--- src/rtl/mem_ctrl_pkg.sv ---
// Shared types and helpers for the load/store controller: access-size codes,
// FSM states and the fixed data width.
package mem_ctrl_pkg;

  localparam int DATA_W = 32;

  typedef enum logic [1:0] {
    SZ_BYTE = 2'b00,
    SZ_HALF = 2'b01,
    SZ_WORD = 2'b10,
    SZ_ILL  = 2'b11
  } size_e;

  typedef enum logic [1:0] {
    IDLE  = 2'b00,
    READ  = 2'b01,
    WRITE = 2'b10,
    RESP  = 2'b11
  } state_e;

  function automatic logic is_misaligned(input size_e sz, input logic [1:0] low);
    case (sz)
      SZ_BYTE: return 1'b0;
      SZ_HALF: return low[0];
      SZ_WORD: return (low != 2'b00);
      default: return 1'b1;
    endcase
  endfunction

  function automatic logic [15:0] sat_inc16(input logic [15:0] v);
    return (v == 16'hFFFF) ? v : v + 16'd1;
  endfunction

endpackage

--- src/rtl/mem_access_ctrl_if.sv ---
// Request/response handshake plus word-addressed data memory port of the
// load/store controller; slave = controller view, master = CPU/memory view.
interface mem_access_ctrl_if;
  logic        req_valid;
  logic        req_ready;
  logic        req_we;
  logic [1:0]  req_size;
  logic        req_signed;
  logic [31:0] req_addr;
  logic [31:0] req_wdata;
  logic        resp_valid;
  logic        resp_ready;
  logic [31:0] resp_data;
  logic        resp_err;
  logic [31:0] mem_addr;
  logic [31:0] mem_wrData;
  logic        mem_wrMem;
  logic        mem_rdMem;
  logic [31:0] mem_rdData;

  modport slave (
    input  req_valid, req_we, req_size, req_signed, req_addr, req_wdata,
    input  resp_ready, mem_rdData,
    output req_ready, resp_valid, resp_data, resp_err,
    output mem_addr, mem_wrData, mem_wrMem, mem_rdMem
  );

  modport master (
    output req_valid, req_we, req_size, req_signed, req_addr, req_wdata,
    output resp_ready, mem_rdData,
    input  req_ready, resp_valid, resp_data, resp_err,
    input  mem_addr, mem_wrData, mem_wrMem, mem_rdMem
  );
endinterface

--- src/rtl/mem_lane_align.sv ---
// Little-endian lane handling: extracts and extends a sub-word load from a
// memory line, and merges store data into the addressed lane of that line.
module mem_lane_align
  import mem_ctrl_pkg::*;
(
  input  logic [DATA_W-1:0] line,
  input  logic [DATA_W-1:0] wdata,
  input  logic [1:0]        lane,
  input  size_e             size,
  input  logic              sgn,
  output logic [DATA_W-1:0] load_data,
  output logic [DATA_W-1:0] merged
);

  logic [4:0]  byte_sh_s;
  logic [4:0]  half_sh_s;
  logic [7:0]  byte_s;
  logic [15:0] half_s;

  // Lane selection and per-size extend/merge
  always_comb begin
    byte_sh_s = {lane, 3'b000};
    half_sh_s = {lane[1], 4'b0000};
    byte_s    = 8'(line >> byte_sh_s);
    half_s    = 16'(line >> half_sh_s);
    load_data = '0;
    merged    = line;
    case (size)
      SZ_BYTE: begin
        load_data = {{24{sgn & byte_s[7]}}, byte_s};
        merged    = (line & ~(32'h0000_00FF << byte_sh_s)) | ({24'h0, wdata[7:0]} << byte_sh_s);
      end
      SZ_HALF: begin
        load_data = {{16{sgn & half_s[15]}}, half_s};
        merged    = (line & ~(32'h0000_FFFF << half_sh_s)) | ({16'h0, wdata[15:0]} << half_sh_s);
      end
      SZ_WORD: begin
        load_data = line;
        merged    = wdata;
      end
      default: begin
        load_data = '0;
        merged    = line;
      end
    endcase
  end

endmodule

--- src/rtl/mem_access_ctrl.sv ---
// Initiator-side load/store controller in front of a word-addressed data memory.
// Optional MEM_ACC_STATS_EN adds saturating load/store/error counters.
module mem_access_ctrl
  import mem_ctrl_pkg::*;
#(
  parameter int MEM_AW = 10
) (
  input  logic clk,
  input  logic rst_n,
  mem_access_ctrl_if.slave bus
`ifdef MEM_ACC_STATS_EN
  ,
  output logic [15:0] stat_loads,
  output logic [15:0] stat_stores,
  output logic [15:0] stat_errs
`endif
);

  localparam logic [32:0] ADDR_LIM_C = 33'(64'd1 << (MEM_AW + 2));

  state_e            state_r, state_nxt_s;
  logic              ready_r, rd_r, wr_r, resp_valid_r;
  logic              ready_nxt_s, rd_nxt_s, wr_nxt_s, resp_valid_nxt_s;
  logic              we_r, signed_r;
  size_e             size_r, req_size_s;
  logic [1:0]        lane_r;
  logic [DATA_W-1:0] wdata_r, resp_data_r, mem_addr_r, mem_wrdata_r;
  logic              resp_err_r;
  logic              accept_s, resp_hs_s, req_err_s;
  logic [DATA_W-1:0] load_data_s, merged_s;

  assign req_size_s = size_e'(bus.req_size);
  assign accept_s   = bus.req_valid & ready_r;
  assign resp_hs_s  = resp_valid_r & bus.resp_ready;
  assign req_err_s  = is_misaligned(req_size_s, bus.req_addr[1:0]) |
                      ({1'b0, bus.req_addr} >= ADDR_LIM_C);

  mem_lane_align u_align (
    .line      (bus.mem_rdData),
    .wdata     (wdata_r),
    .lane      (lane_r),
    .size      (size_r),
    .sgn       (signed_r),
    .load_data (load_data_s),
    .merged    (merged_s)
  );

  // State register with registered Moore decodes
  always_ff @(posedge clk or negedge rst_n) begin
    if (!rst_n) begin
      state_r      <= IDLE;
      ready_r      <= 1'b1;
      rd_r         <= 1'b0;
      wr_r         <= 1'b0;
      resp_valid_r <= 1'b0;
    end else begin
      state_r      <= state_nxt_s;
      ready_r      <= ready_nxt_s;
      rd_r         <= rd_nxt_s;
      wr_r         <= wr_nxt_s;
      resp_valid_r <= resp_valid_nxt_s;
    end
  end

  // Next-state logic
  always_comb begin
    state_nxt_s = state_r;
    case (state_r)
      IDLE: begin
        if (!accept_s) begin
          state_nxt_s = IDLE;
        end else if (req_err_s) begin
          state_nxt_s = RESP;
        end else if (bus.req_we && (req_size_s == SZ_WORD)) begin
          state_nxt_s = WRITE;
        end else begin
          state_nxt_s = READ;
        end
      end
      READ:    state_nxt_s = we_r ? WRITE : RESP;
      WRITE:   state_nxt_s = RESP;
      RESP:    state_nxt_s = bus.resp_ready ? IDLE : RESP;
      default: state_nxt_s = IDLE;
    endcase
  end

  // Output decode of the upcoming state, registered above so strobes are glitch-free
  always_comb begin
    ready_nxt_s      = 1'b0;
    rd_nxt_s         = 1'b0;
    wr_nxt_s         = 1'b0;
    resp_valid_nxt_s = 1'b0;
    case (state_nxt_s)
      IDLE:    ready_nxt_s      = 1'b1;
      READ:    rd_nxt_s         = 1'b1;
      WRITE:   wr_nxt_s         = 1'b1;
      RESP:    resp_valid_nxt_s = 1'b1;
      default: ready_nxt_s      = 1'b1;
    endcase
  end

  // Request capture, read-cycle results and memory address/data registers
  always_ff @(posedge clk or negedge rst_n) begin
    if (!rst_n) begin
      we_r         <= 1'b0;
      signed_r     <= 1'b0;
      size_r       <= SZ_BYTE;
      lane_r       <= 2'b00;
      wdata_r      <= '0;
      mem_addr_r   <= '0;
      mem_wrdata_r <= '0;
      resp_data_r  <= '0;
      resp_err_r   <= 1'b0;
    end else if (accept_s) begin
      we_r         <= bus.req_we;
      signed_r     <= bus.req_signed;
      size_r       <= req_size_s;
      lane_r       <= bus.req_addr[1:0];
      wdata_r      <= bus.req_wdata;
      mem_addr_r   <= {2'b00, bus.req_addr[31:2]};
      mem_wrdata_r <= bus.req_wdata;
      resp_data_r  <= '0;
      resp_err_r   <= req_err_s;
    end else if (state_r == READ) begin
      // rdData is the line buffer: loads keep the extended lane, stores the merged word
      resp_data_r  <= we_r ? '0 : load_data_s;
      mem_wrdata_r <= we_r ? merged_s : mem_wrdata_r;
    end else if (resp_hs_s) begin
      resp_data_r  <= '0;
      resp_err_r   <= 1'b0;
    end
  end

  assign bus.req_ready  = ready_r;
  assign bus.resp_valid = resp_valid_r;
  assign bus.resp_data  = resp_data_r;
  assign bus.resp_err   = resp_err_r;
  assign bus.mem_addr   = mem_addr_r;
  assign bus.mem_wrData = mem_wrdata_r;
  assign bus.mem_wrMem  = wr_r;
  assign bus.mem_rdMem  = rd_r;

`ifdef MEM_ACC_STATS_EN
  logic [15:0] loads_r, stores_r, errs_r;

  // Per-class response counters; errors never count as loads or stores
  always_ff @(posedge clk or negedge rst_n) begin
    if (!rst_n) begin
      loads_r  <= 16'h0000;
      stores_r <= 16'h0000;
      errs_r   <= 16'h0000;
    end else if (resp_hs_s) begin
      if (resp_err_r) begin
        errs_r <= sat_inc16(errs_r);
      end else if (we_r) begin
        stores_r <= sat_inc16(stores_r);
      end else begin
        loads_r <= sat_inc16(loads_r);
      end
    end
  end

  assign stat_loads  = loads_r;
  assign stat_stores = stores_r;
  assign stat_errs   = errs_r;
`endif

endmodule

--- src/flat_wrapper.sv ---
// flat-port wrapper written by rule: the top's interface ports become plain ports
module mem_access_ctrl_flat import mem_ctrl_pkg::*;
#(
  parameter int MEM_AW = 10
)
  (clk, rst_n, bus_req_valid, bus_req_we, bus_req_size, bus_req_signed, bus_req_addr, bus_req_wdata, bus_resp_ready, bus_mem_rdData, bus_req_ready, bus_resp_valid, bus_resp_data, bus_resp_err, bus_mem_addr, bus_mem_wrData, bus_mem_wrMem, bus_mem_rdMem);
  mem_access_ctrl_if bus_i ();
  input  logic clk;
  input  logic rst_n;
  input wire logic [$bits(bus_i.req_valid)-1:0] bus_req_valid;
  input wire logic [$bits(bus_i.req_we)-1:0] bus_req_we;
  input wire logic [$bits(bus_i.req_size)-1:0] bus_req_size;
  input wire logic [$bits(bus_i.req_signed)-1:0] bus_req_signed;
  input wire logic [$bits(bus_i.req_addr)-1:0] bus_req_addr;
  input wire logic [$bits(bus_i.req_wdata)-1:0] bus_req_wdata;
  input wire logic [$bits(bus_i.resp_ready)-1:0] bus_resp_ready;
  input wire logic [$bits(bus_i.mem_rdData)-1:0] bus_mem_rdData;
  output wire logic [$bits(bus_i.req_ready)-1:0] bus_req_ready;
  output wire logic [$bits(bus_i.resp_valid)-1:0] bus_resp_valid;
  output wire logic [$bits(bus_i.resp_data)-1:0] bus_resp_data;
  output wire logic [$bits(bus_i.resp_err)-1:0] bus_resp_err;
  output wire logic [$bits(bus_i.mem_addr)-1:0] bus_mem_addr;
  output wire logic [$bits(bus_i.mem_wrData)-1:0] bus_mem_wrData;
  output wire logic [$bits(bus_i.mem_wrMem)-1:0] bus_mem_wrMem;
  output wire logic [$bits(bus_i.mem_rdMem)-1:0] bus_mem_rdMem;
  assign bus_i.req_valid = bus_req_valid;
  assign bus_i.req_we = bus_req_we;
  assign bus_i.req_size = bus_req_size;
  assign bus_i.req_signed = bus_req_signed;
  assign bus_i.req_addr = bus_req_addr;
  assign bus_i.req_wdata = bus_req_wdata;
  assign bus_i.resp_ready = bus_resp_ready;
  assign bus_i.mem_rdData = bus_mem_rdData;
  assign bus_req_ready = bus_i.req_ready;
  assign bus_resp_valid = bus_i.resp_valid;
  assign bus_resp_data = bus_i.resp_data;
  assign bus_resp_err = bus_i.resp_err;
  assign bus_mem_addr = bus_i.mem_addr;
  assign bus_mem_wrData = bus_i.mem_wrData;
  assign bus_mem_wrMem = bus_i.mem_wrMem;
  assign bus_mem_rdMem = bus_i.mem_rdMem;
  mem_access_ctrl #(.MEM_AW(MEM_AW)) u_core (.clk(clk), .rst_n(rst_n), .bus(bus_i));
endmodule
--- config.mk ---
export PLATFORM = sky130hd
export DESIGN_NAME = mem_access_ctrl_flat
export DESIGN_NICKNAME = d
export VERILOG_FILES = /design/src/rtl/mem_ctrl_pkg.sv /design/src/rtl/mem_access_ctrl_if.sv /design/src/rtl/mem_lane_align.sv /design/src/rtl/mem_access_ctrl.sv /design/src/flat_wrapper.sv
export SDC_FILE = /design/constraint.sdc
export NUM_CORES = 1
export LEC_CHECK = 0
export ABC_AREA = 1
export CORE_MARGIN = 8
export CORE_UTILIZATION = 45
export CTS_CLUSTER_DIAMETER = 50
export DETAILED_ROUTE_END_ITERATION = 10
export HOLD_SLACK_MARGIN = 0.03
export PLACE_DENSITY = 0.76
export SYNTH_ARGS = -nofsm -noshare
export SYNTH_HDL_FRONTEND = slang
export SYNTH_SLANG_ARGS = --single-unit
--- constraint.sdc ---
create_clock -name clk -period 1.8 [get_ports clk]
set_clock_uncertainty 0.05 [all_clocks]
set_input_delay 0.36 -clock clk [delete_from_list [all_inputs] [get_ports clk]]
set_output_delay 0.36 -clock clk [all_outputs]
set_load 0.02 [all_outputs]
==> impl_metrics.ini <==
[floorplan]
die_width_um = 141.3
initial_core_util_pct = 45.30
die_h_um = 141.3
ios = 205
dieArea_um2 = 19970
core_area_um2 = 15600
fp-row-count = 46

[detailed_routing]
wl_per_cell_um = 16.99
num_vias = 7473
routed_wl_um = 24400
via_per_inst = 5.204
drtPass1Iterations = 5
drc_errors = 0
antenna_left = 0
drt-initial-drc-count = 681

[synth]
synthTopCellsByCount = nand2_1, dfrtp_1, inv_1, o21ai_0, nor2_1
synth_cells = 969
synth_top_area_cell = dfrtp_1
synth.distinct_cells = 26
synth-seq-cells = 139
synth.area.top_cells = dfrtp_1, nand2_1, o21ai_0
ys_warn_count = 0
yosysTopAreaCellShare_pct = 48.88
ys_async_sr_fraction_pct = 100.0
synth-edff-count = 0
netlist_area_um2 = 7066
yosysMostFrequentCell = nand2_1
yosysSeqAreaShare_pct = 49.25
syn_avg_cell_area_um2 = 7.292
ys.flop_type = dfrtp_1

[global_routing]
grt_overflow = 0
grt_pass1_vias = 7330
grt_usage_pct = 24.85
antenna_found_initial = 1
grt_pass1_wl_um = 38970
grt_max_degree = 44

[layout]
syn_to_final_growth_pct = 45.78
drive_above_1_share_pct = 9.598
fin_util_pct = 66.04
final_nets = 1310
finalNonFillerCells = 1436

[sta]
fmax_ghz = 0.5647
rsz0062_at_grt = no
setup_violations = 0
setup_tns_ps = 0
fin_crit_ps = 1771
setup_slack_ps = 29.07
slew_viol_final = 0
period_share_pct = 98.39
tightest_slew_ps = 783.9
slew_headroom_pct = 47.54
hold_viol_final = 0

[clock_network]
cts_inserted_buffers = 17
cts_buffer_depth = 2
cts_setup_buffers = 0
clock_sinks = 139
tritoncts = built
insertion_delay_ps = 430
cts-root-buf = clkbuf_16
htree_levels = 4
clk_pin_slew_ps = 60

[setup_path]
cp_slowest_stage_delay_ps = 600
path_depth = 1
reg2reg_slack_ps = 100
worst-path-max-fanout = 2
path_buf_inv = 1
crit_chain = clkdlybuf4s50_1
crit_family = buffers and inverters
cp-end-kind = primary output
critPathKind = flip-flop to primary output
worst_setup_path_start_kind = flip-flop
arrival_ps = 1360
required_ps = 1390
critPathSlowestCell = clkdlybuf4s50_1
rr_worst_depth = 9

[pwr]
power.density_nw_per_um2 = 1796
power_mw = 18.50
ir_drop_uv = 875.9
p_leak_nw = 5.455

[place]
gp_congestion = 0.9156
port_buffers = 202
dp_cells = 1401
place_ws_ps = -196.2
place_hpwl_um = 18370

[worst_hold_path]
hp-class = primary input to async pin

[run_status]
outcome = completed

[run]
cap_violations = 0
==> worst register-to-register path: stages, from the launching register on <==
cell and delay (ps):
dfrtp_2 460, buf_4 190, o21ai_0 160, nand2_1 100, nand2_1 110, buf_12 160, nand2_1 70, o211ai_1 160
nand2_1 100, nand2_1 70
==> power by group <==
part	internal [mW]	total, mW	switching (mW)	leakage, nW
sequential	4.57	5.47	0.902	1.73
clock	2.29	3.65	1.36	0.304
combinational	3.54	9.38	5.84	3.42
total	10.4	18.5	8.10	5.46
==> layer usage <==
metal	track usage, %	vias up	part of all wire (%)
met1	31.53	3469	41
met5	0	-	0
met2	38.70	364	46
li1	-	3593	-
met3	8.501	47	11
met4	9.106	0	2.6
==> registers in the layout (all words and copies together) (netlist names), 2 cells and up <==
register and flops:
u_core.bus.mem_addr 30, u_core.bus.mem_wrData 32, u_core.bus.resp_data 32, u_core.lane_r 2
u_core.size_r 2, u_core.state_r 2, u_core.wdata_r 32
==> worst paths after layout <==
path,to,start
min in group clk,u_core.bus.mem_addr[3]$_DFFE_PN0P_,bus_req_addr[5]
worst min register to register,u_core.bus.resp_data[13]$_DFFE_PN0P_,u_core.bus.resp_data[13]$_DFFE_PN0P_
worst max-delay path,bus_resp_data[27],u_core.bus.resp_data[27]$_DFFE_PN0P_
max in group asynchronous,u_core.bus.resp_data[14]$_DFFE_PN0P_,rst_n
worst min-delay path,u_core.bus.resp_data[4]$_DFFE_PN0P_,rst_n
worst max register to register,u_core.bus.resp_data[2]$_DFFE_PN0P_,u_core.lane_r[1]$_DFFE_PN0P_
==> layout by cell type (no fill, tap or decap), types with 7 or more instances in the layout <==
master             n
dlygate4sd2_1     91
clkdlybuf4s50_1  103
buf_4             57
nand4_1            8
dlymetal6s2s_1     7
nor2_1            51
clkbuf_16         17
a22oi_1            8
buf_12             9
o21ai_0           52
dfrtp_1          136
nand3_1           39
a21oi_1           49
inv_1             67
o22ai_1           17
nand2_1          429
o211ai_1          28
==> what timing repair did <==
action                                  CTS  global route
endpoints found under the hold margin    31             0
hold buffers                              1             0
gates cloned                              0             1
gates resized for setup                  91            13
endpoints found under the setup margin   91            37
==> cell families (layout without fill, tap and decap cells) <==
family                 after synthesis  after routing  share of synthesized area, %
and+or+nand+nor                    537            537                         30.07
other                                1              3                       0.05307
AOI/OAI and AO/OA                  164            164                         13.30
buffers and inverters              128            377                         7.331
DFF                                139            139                         49.25
==> through the flow <==
step                      instance area, µm²  hold WS, ps
after floorplan                         7069        14.41
after global placement                  9749        235.0
after detailed placement                9749        239.6
after CTS                              10260        367.2
after global routing                   10300        401.3
final                                  10300        359.5
==> cell type report <==
type | count | area, µm²
inverter | 74 | 281.5
fill | 1372 | 5298
tap | 216 | 270.3
timing repair buffer | 270 | 2556
timing repair inverter | 1 | 5.005
sequential | 139 | 3482
antenna | 1 | 2.502
clock inverter | 10 | 140.1
clock buffer | 22 | 474.2
multi-input combinational | 703 | 3088
No activity file was read; power rests on OpenSTA's default activity.
